## src/rtl/timer_ctrl.sv

```systemverilog
// Sequences a downstream down-counter to build a one-shot / auto-reload period timer.
// Latency: start accepted in cycle t -> LOAD at t+1, RUN at t+2, done pulse at t+P+1.
// Backpressure: none; start is ignored while busy, stop aborts LOAD/RUN immediately.
module timer_ctrl #(
  parameter int WIDTH = 32,
  parameter int CNT_W = 8
) (
  input  logic             clk,
  input  logic             rst,
  input  logic             start,
  input  logic             stop,
  input  logic             auto_reload,
  input  logic [WIDTH-1:0] period,
  input  logic [WIDTH-1:0] count_value,
  output logic             load,
  output logic             up_not_down,
  output logic [WIDTH-1:0] load_value,
  output logic             busy,
  output logic             done,
  output logic [CNT_W-1:0] done_count,
  output logic             err
);

  typedef enum logic [1:0] {
    ST_IDLE = 2'd0,
    ST_LOAD = 2'd1,
    ST_RUN  = 2'd2
  } state_t;

  state_t           r_state;
  state_t           w_state_nxt;
  logic [WIDTH-1:0] r_per;
  logic             r_auto;
  logic [CNT_W-1:0] r_done_count;
  logic             r_err;

  logic             w_accept;
  logic             w_bad_start;
  logic             w_load;
  logic             w_done;
  logic [WIDTH-1:0] w_load_value;
  logic [WIDTH-1:0] w_per_m1;

  // Reload value: the counter reaches 0 after P-1 decrements, so a period spans P cycles.
  assign w_per_m1 = r_per - WIDTH'(1);

  // Next-state and Mealy output decode; stop overrides every other event.
  always_comb begin
    w_state_nxt  = r_state;
    w_load       = 1'b1;
    w_load_value = '0;
    w_done       = 1'b0;
    w_accept     = 1'b0;
    w_bad_start  = 1'b0;
    case (r_state)
      ST_IDLE: begin
        // Counter has no enable, so it is held at 0 by loading continuously.
        if (start && !stop) begin
          if (period == '0) begin
            w_bad_start = 1'b1;
          end else begin
            w_accept    = 1'b1;
            w_state_nxt = ST_LOAD;
          end
        end
      end
      ST_LOAD: begin
        if (stop) begin
          w_state_nxt = ST_IDLE;
        end else begin
          w_load_value = w_per_m1;
          w_state_nxt  = ST_RUN;
        end
      end
      ST_RUN: begin
        if (stop) begin
          w_state_nxt = ST_IDLE;
        end else if (count_value == '0) begin
          w_done = 1'b1;
          if (r_auto) begin
            // Reload in the terminal cycle so consecutive periods have no gap.
            w_load_value = w_per_m1;
          end else begin
            w_state_nxt = ST_IDLE;
          end
        end else begin
          w_load = 1'b0;
        end
      end
      default: begin
        w_state_nxt = ST_IDLE;
      end
    endcase
  end

  // State, captured run parameters, completion counter and sticky error.
  always_ff @(posedge clk) begin
    if (rst) begin
      r_state      <= ST_IDLE;
      r_per        <= '0;
      r_auto       <= 1'b0;
      r_done_count <= '0;
      r_err        <= 1'b0;
    end else begin
      r_state <= w_state_nxt;
      if (w_accept) begin
        r_per        <= period;
        r_auto       <= auto_reload;
        r_done_count <= '0;
        r_err        <= 1'b0;
      end else if (w_done) begin
        r_done_count <= r_done_count + CNT_W'(1);
      end
      if (w_bad_start) begin
        r_err <= 1'b1;
      end
    end
  end

  assign load        = w_load;
  assign load_value  = w_load_value;
  assign done        = w_done;
  assign up_not_down = 1'b0;
  assign busy        = (r_state != ST_IDLE);
  assign done_count  = r_done_count;
  assign err         = r_err;

endmodule
```

## config.mk

```make
export PLATFORM = sky130hd
export DESIGN_NAME = timer_ctrl
export DESIGN_NICKNAME = d
export VERILOG_FILES = /design/src/rtl/timer_ctrl.sv
export SDC_FILE = /design/constraint.sdc
export NUM_CORES = 1
export LEC_CHECK = 0
export BUFFER_PORTS_ARGS = -buffer_cell sky130_fd_sc_hd__buf_2
export CAP_MARGIN = 20
export CORE_UTILIZATION = 50
export DETAILED_ROUTE_END_ITERATION = 10
export PLACE_DENSITY = 0.83
export SETUP_SLACK_MARGIN = 0.2
export SLEW_MARGIN = 15
export SYNTH_ARGS = -nofsm -noshare
export SYNTH_HDL_FRONTEND = slang
export SYNTH_SLANG_ARGS = --single-unit
export TNS_END_PERCENT = 10
```

## constraint.sdc

```tcl
create_clock -name clk -period 4.5 [get_ports clk]
set_input_delay 0.45 -clock clk [delete_from_list [all_inputs] [get_ports clk]]
set_output_delay 0.45 -clock clk [all_outputs]
set_load 0.05 [all_outputs]
```

==> results of run 1 <==
==> power by group through the flow <==
| stage | sequential [mW] | clock (mW) | combinational [mW] |
|---|---|---|---|
| final | 0.426 | 0.249 | 0.242 |
| after global routing | 0.429 | 0.276 | 0.268 |
| after CTS | 0.426 | 0.258 | 0.242 |
| after detailed placement | 0.435 | 0 | 0.241 |
| after global placement | 0.434 | 0 | 0.237 |
| after floorplan | 0.432 | 0 | 0.183 |
==> path summary, 6_finish.rpt <==
path               endpoint  slack [ns]  cells after the start
max reg2reg        r_per[5]        2.43                      7
max          load_value[25]        1.48                      6
min reg2reg             err        0.48                      2
min                  r_auto        0.41                      3
==> metal layers <==
metal / vias up / GRT usage (%) / wire length [um]
met5: - / 0 / 0
met4: 0 / 7.13 / 73
met3: 6 / 4.28 / 430
met2: 124 / 43.0 / 3210
met1: 1229 / 30.7 / 2860
li1: 1344 / - / -
==> cell families after synthesis <==
logic type / synth area share (%)
adder cells (fa/ha/maj): 2.35
multiplexers: 13.2
XOR/XNOR: 10.9
AND/OR/NAND/NOR: 33.0
other: 0.141
AO/OA/AOI/OAI: 3.06
buffers and inverters: 4.28
flip-flops: 33.1
==> layout make-up <==
| type | count | area (um^2) | area share (%) |
|---|---|---|---|
| clock buffers | 8 | 90.1 | 2.70 |
| well taps | 70 | 87.6 | 2.63 |
| multi-input cells | 257 | 1680 | 50.2 |
| inverters | 7 | 26.3 | 0.788 |
| flip-flops and latches | 44 | 881 | 26.4 |
| repair buffers | 114 | 576 | 17.3 |
==> worst max-delay path: cells and delay by family (launching register included) <==
family        cells  cell delay [ns]
simple gates      4             1.45
xor+xnor          1             0.18
buf+inv           1             0.28
flops             1             0.37
==> synth_stat cells (4+ instances only) <==
master | instances | area [um^2]
xor2_1 | 18 | 158
buf_4 | 5 | 37.5
nor4_1 | 26 | 163
dfxtp_1 | 44 | 881
ha_1 | 5 | 62.6
nand2_1 | 11 | 41.3
inv_1 | 7 | 26.3
nor3_1 | 6 | 30.0
mux2i_1 | 35 | 350
nor2b_1 | 4 | 25.0
nand2b_1 | 4 | 25.0
nor2_1 | 80 | 300
xnor2_1 | 15 | 131
or4_1 | 5 | 37.5
clkbuf_1 | 8 | 30.0
nand3_1 | 7 | 35.0
nand4_1 | 10 | 62.6
==> state kept, by name (all words and copies together) (netlist names) <==
signal      cells
r_auto          1
err             1
done_count      8
r_per          32
r_state         2
==> per-stage QoR <==
stage	instance area (um^2)	hold WS (ns)	total power, mW
final	3340	0.408	0.917
after global routing	3340	0.417	0.973
after CTS	3340	0.401	0.925
after detailed placement	3250	0.464	0.676
after global placement	3250	0.449	0.671
after floorplan	2660	0.466	0.615
==> flow_metrics.env, run 1 <==
export IMPL_status="finished clean"
export IMPL_avgSynthCellArea_um2=8.21
export IMPL_die_w_um=74.9
export IMPL_power_density_mw_per_mm2=275
export IMPL_seq_power_share_pct=46.5
export IMPL_start_util_pct=52.1
export IMPL_grt_max_degree=38
export IMPL_drv_cap=0
export IMPL_antenna_found_initial=0
export IMPL_tightestPinTransition_ns=0.649
export IMPL_boundaryPins=114
export IMPL_grt_ovfl_total=0
export IMPL_async_flop_share_pct=0
export IMPL_intPower_uw=634
export IMPL_via_count=2703
export IMPL_path_class="flop to output pin"
export IMPL_cts_resized=0
export IMPL_slew_headroom_pct=56.8
export IMPL_rsz0062_at_grt="false"
export IMPL_switching_power_uw=283
export IMPL_final_cell_mix="buf_2, nor2_1, dfxtp_1"
export IMPL_grt_pass1_wl_um=10400
export IMPL_swShare_pct=30.9
export IMPL_syn_to_final_growth_pct=25.5
export IMPL_h_tree_depth=2
export IMPL_synth_cells=324
export IMPL_grt_usage_pct=24.5
export IMPL_critPathCaptureType="output pin"
export IMPL_synth_net_count=398
export IMPL_viasPerCell=5.41
export IMPL_rows=26
export IMPL_cts_root_buf="clkbuf_8"
export IMPL_yosysSeqAreaShare_pct=33.1
export IMPL_critPathSlowestCell="or4_1"
export IMPL_cp_arrival_ns=2.57
export IMPL_ys_flop_type="dfxtp_1"
export IMPL_fin_tns_setup_ns=0
export IMPL_crit_fanout=12
export IMPL_irDropWorstVdd_uv=167
export IMPL_leakagePower_nw=1.63
export IMPL_place_ws_ns=1.66
export IMPL_min_from="auto_reload"
export IMPL_ys_types=41
export IMPL_grt_pass1_vias=2347
export IMPL_antenna_left=0
export IMPL_drc=0
export IMPL_min_path_type="input pin to flop"
export IMPL_cp_required_ns=4.05
export IMPL_ys_warn_count=0
export IMPL_n_antenna_cell=0
export IMPL_stdcell_count=500
export IMPL_finalWorstSetupSlack_ns=1.48
export IMPL_cp_startpoint="r_per[5]"
export IMPL_combPwrFrac_pct=26.3
export IMPL_r2r_start="r_state[0]"
export IMPL_worstSkewPairLatency_ns=0.29
export IMPL_cts_made_buffers=5
export IMPL_hold_violations=0
export IMPL_clkTransAtPathRegs_ns=0.08
export IMPL_dieHeight_um=74.9
export IMPL_drt_total_wl_um=6570
export IMPL_power_frac_clock_pct=27.2
export IMPL_maxSlewViolCount=0
export IMPL_drtIter0Drc=112
export IMPL_fp_coreArea_mm2=0.00511
export IMPL_place_hpwl_um=5170
export IMPL_drive_gt1_share_pct=30.0
export IMPL_cts_tree="built"
export IMPL_dp_cells=492
export IMPL_setup_viol=0
export IMPL_period_needed_ns=3.02
export IMPL_dieArea_mm2=0.00561
export IMPL_num_fill_cells=447
export IMPL_cts_hold_buf=0
export IMPL_layout_commonest_cell="buf_2"
export IMPL_synth_edf_count=0
export IMPL_clock_path_buffers=2
export IMPL_fin_util_pct=65.3
export IMPL_numClockSinks=44
export IMPL_fmax_mhz=331
export IMPL_portBuffers=112
export IMPL_start_kind="flop"
export IMPL_path_cells="or4_1, nor3_4, nand4b_1, xor2_1, nor2_1, buf_2"
export IMPL_synth_seq_cells=44
export IMPL_synth_area_mm2=0.00266
export IMPL_slowest_delay_ns=0.67
export IMPL_fin_nets=503
export IMPL_skew_ns=0.00213
export IMPL_routedWlPerCell_um=13.1
export IMPL_place_congestion=0.845
export IMPL_cts_setup_buffers=0
export IMPL_dr_pass1_iters=4
export IMPL_finalCritPeriodShare_pct=67.2
Power figures use the tool's default switching activity.
==> run 2: changes to the inputs <==
--- a/config.mk
+++ b/config.mk
@@ -7,9 +7,9 @@
 export LEC_CHECK = 0
 export BUFFER_PORTS_ARGS = -buffer_cell sky130_fd_sc_hd__buf_2
 export CAP_MARGIN = 20
-export CORE_UTILIZATION = 50
+export CORE_UTILIZATION = 48
 export DETAILED_ROUTE_END_ITERATION = 10
-export PLACE_DENSITY = 0.83
+export PLACE_DENSITY = 0.8
 export SETUP_SLACK_MARGIN = 0.2
 export SLEW_MARGIN = 15
 export SYNTH_ARGS = -nofsm -noshare
==> constraint.sdc (replaced) <==
create_clock -name clk -period 2.9 [get_ports clk]
set_input_delay 0.29 -clock clk [delete_from_list [all_inputs] [get_ports clk]]
set_output_delay 0.29 -clock clk [all_outputs]
set_load 0.05 [all_outputs]
==> run 2 against run 1 <==
Count of clock-buffer cells in the layout did not move; non-clock buffer count grew 9; power grew 61%; register-to-register slack lost 1.4 ns; clock power increased by 57%; sequential power increased by 56%; design area is 2.7% higher; routed wire length is 5.4% higher; sequential share of layout area fell by 0.68 points; critical path type unchanged.
==> flow_metrics.env, run 2 (synthesized netlist as in run 1, its figures left out) <==
export IMPL_drtIter0Drc=86
export IMPL_crit_family="simple AND/OR/NAND/NOR gates"
export IMPL_tightestPinTransition_ns=0.637
export IMPL_boundaryPins=114
export IMPL_r2r_end="r_per[17]"
export IMPL_finalCritPeriodShare_pct=93.6
export IMPL_dr_pass1_iters=4
export IMPL_crit_cells=7
export IMPL_clock_path_buffers=2
export IMPL_clkTransAtPathRegs_ns=0.07
export IMPL_place_congestion=0.855
export IMPL_irDropWorstVdd_uv=244
export IMPL_min_path_type="input pin to flop"
export IMPL_reg2reg_depth=7
export IMPL_portBuffers=112
export IMPL_slew_headroom_pct=57.5
export IMPL_crit_fanout=5
export IMPL_crit_buf_inv=2
export IMPL_setup_viol=0
export IMPL_rsz0062_at_grt="true"
export IMPL_drv_cap=0
export IMPL_worstSkewPairLatency_ns=0.30
export IMPL_place_hpwl_um=5150
export IMPL_cts_root_buf="clkbuf_8"
export IMPL_rows=26
export IMPL_fin_nets=513
export IMPL_maxSlewViolCount=0
export IMPL_cp_arrival_ns=2.43
export IMPL_largest_register="r_per"
export IMPL_drive_gt1_share_pct=32.3
export IMPL_finalWorstSetupSlack_ns=0.184
export IMPL_cts_tree="built"
export IMPL_start_util_pct=51.1
export IMPL_num_fill_cells=473
export IMPL_drc=0
export IMPL_layout_commonest_cell="buf_2"
export IMPL_final_cell_mix="buf_2, nor2_1, dfxtp_1"
export IMPL_slowest_delay_ns=0.68
export IMPL_critPathCaptureType="output pin"
export IMPL_largest_reg_flops=32
export IMPL_period_needed_ns=2.72
export IMPL_cp_required_ns=2.61
export IMPL_cts_made_buffers=5
export IMPL_leakagePower_nw=1.68
export IMPL_syn_to_final_growth_pct=28.8
export IMPL_grt_pass1_vias=2416
export IMPL_min_to="r_auto"
export IMPL_routedWlPerCell_um=13.6
export IMPL_fin_tns_setup_ns=0
export IMPL_numClockSinks=44
export IMPL_place_ws_ns=0.376
export IMPL_min_from="auto_reload"
export IMPL_h_tree_depth=2
export IMPL_hold_violations=0
export IMPL_fmax_mhz=368
export IMPL_power_mw=1.47
export IMPL_r2r_slack_ns=1.05
export IMPL_cp_startpoint="r_per[0]"
export IMPL_skew_ns=0.00766
export IMPL_die_w_um=76.4
export IMPL_power_density_mw_per_mm2=430
export IMPL_antenna_found_initial=0
export IMPL_dieHeight_um=76.4
export IMPL_grt_ovfl_total=0
export IMPL_antenna_left=0
export IMPL_critPathSlowestCell="or4_1"
export IMPL_grt_max_degree=38
export IMPL_r2r_start="r_state[0]"
export IMPL_fin_util_pct=65.8
export IMPL_hold_path_depth=3
export IMPL_viasPerCell=5.35
export IMPL_via_count=2728
export IMPL_grt_usage_pct=23.0
export IMPL_status="finished clean"
export IMPL_drt_total_wl_um=6930
export IMPL_dieArea_mm2=0.00584
export IMPL_path_class="flop to output pin"
export IMPL_path_cells="or4_1, nor3_4, buf_4, nand4b_1, xor2_1, nor2_1, buf_2"
export IMPL_start_kind="flop"
export IMPL_n_antenna_cell=0
export IMPL_grt_pass1_wl_um=10900
export IMPL_fp_coreArea_mm2=0.00520
==> run 2: worst max-delay path by stage <==
stage	to	slack, ns
3_3_place_gp	load_value[31]	0.41
3_5_place_dp	load_value[31]	0.38
2_1_floorplan	done_count[1]	0.26
4_1_cts	load_value[30]	0.19
6_report	load_value[25]	0.18
5_1_grt	load_value[25]	0.12
==> run 2: through the flow <==
step,hold slack [ns],area (um^2),cells
floorplan,0.434,2660,324
global placement,0.450,3270,495
detailed placement,0.454,3270,495
CTS,0.216,3410,509
global route,0.235,3420,510
finish,0.222,3420,510
==> run 2: layout make-up <==
cell class	count	area [um^2]	share of cell area (%)
repair buffers	123	643	18.8
clock buffers	8	90.1	2.63
inverters	7	26.3	0.767
well taps	70	87.6	2.56
flip-flops and latches	44	881	25.7
multi-input cells	258	1700	49.5
==> run 2: layer usage <==
metal	up-vias	GRT usage [%]	share of wire (%)
met5	-	0	0
met4	0	7.50	1.5
met3	9	4.55	6.9
met2	118	40.7	48
met1	1243	27.8	43
li1	1358	-	-
==> run 2: worst reg2reg max path: stages (launching register included) <==
cell     delay (ns)
dfxtp_1        0.40
inv_1          0.08
ha_1           0.25
and2_1         0.20
o21ai_4        0.07
buf_4          0.39
mux2i_1        0.29
nor2_1         0.06
==> run 2: power breakdown <==
part / switching (mW) / internal (mW) / total (mW)
sequential: 0.0333 / 0.630 / 0.663
clock: 0.197 / 0.194 / 0.391
combinational: 0.229 / 0.189 / 0.418
==> run 2: timing repair <==
item / 4_1_cts / 5_1_grt
resized for setup: 1 / 3
pin swaps: 2 / 1
buffers inserted: 6 / 0
cloned: 0 / 1
setup endpoints to repair: 18 / 19
hold buffers: 0 / 0
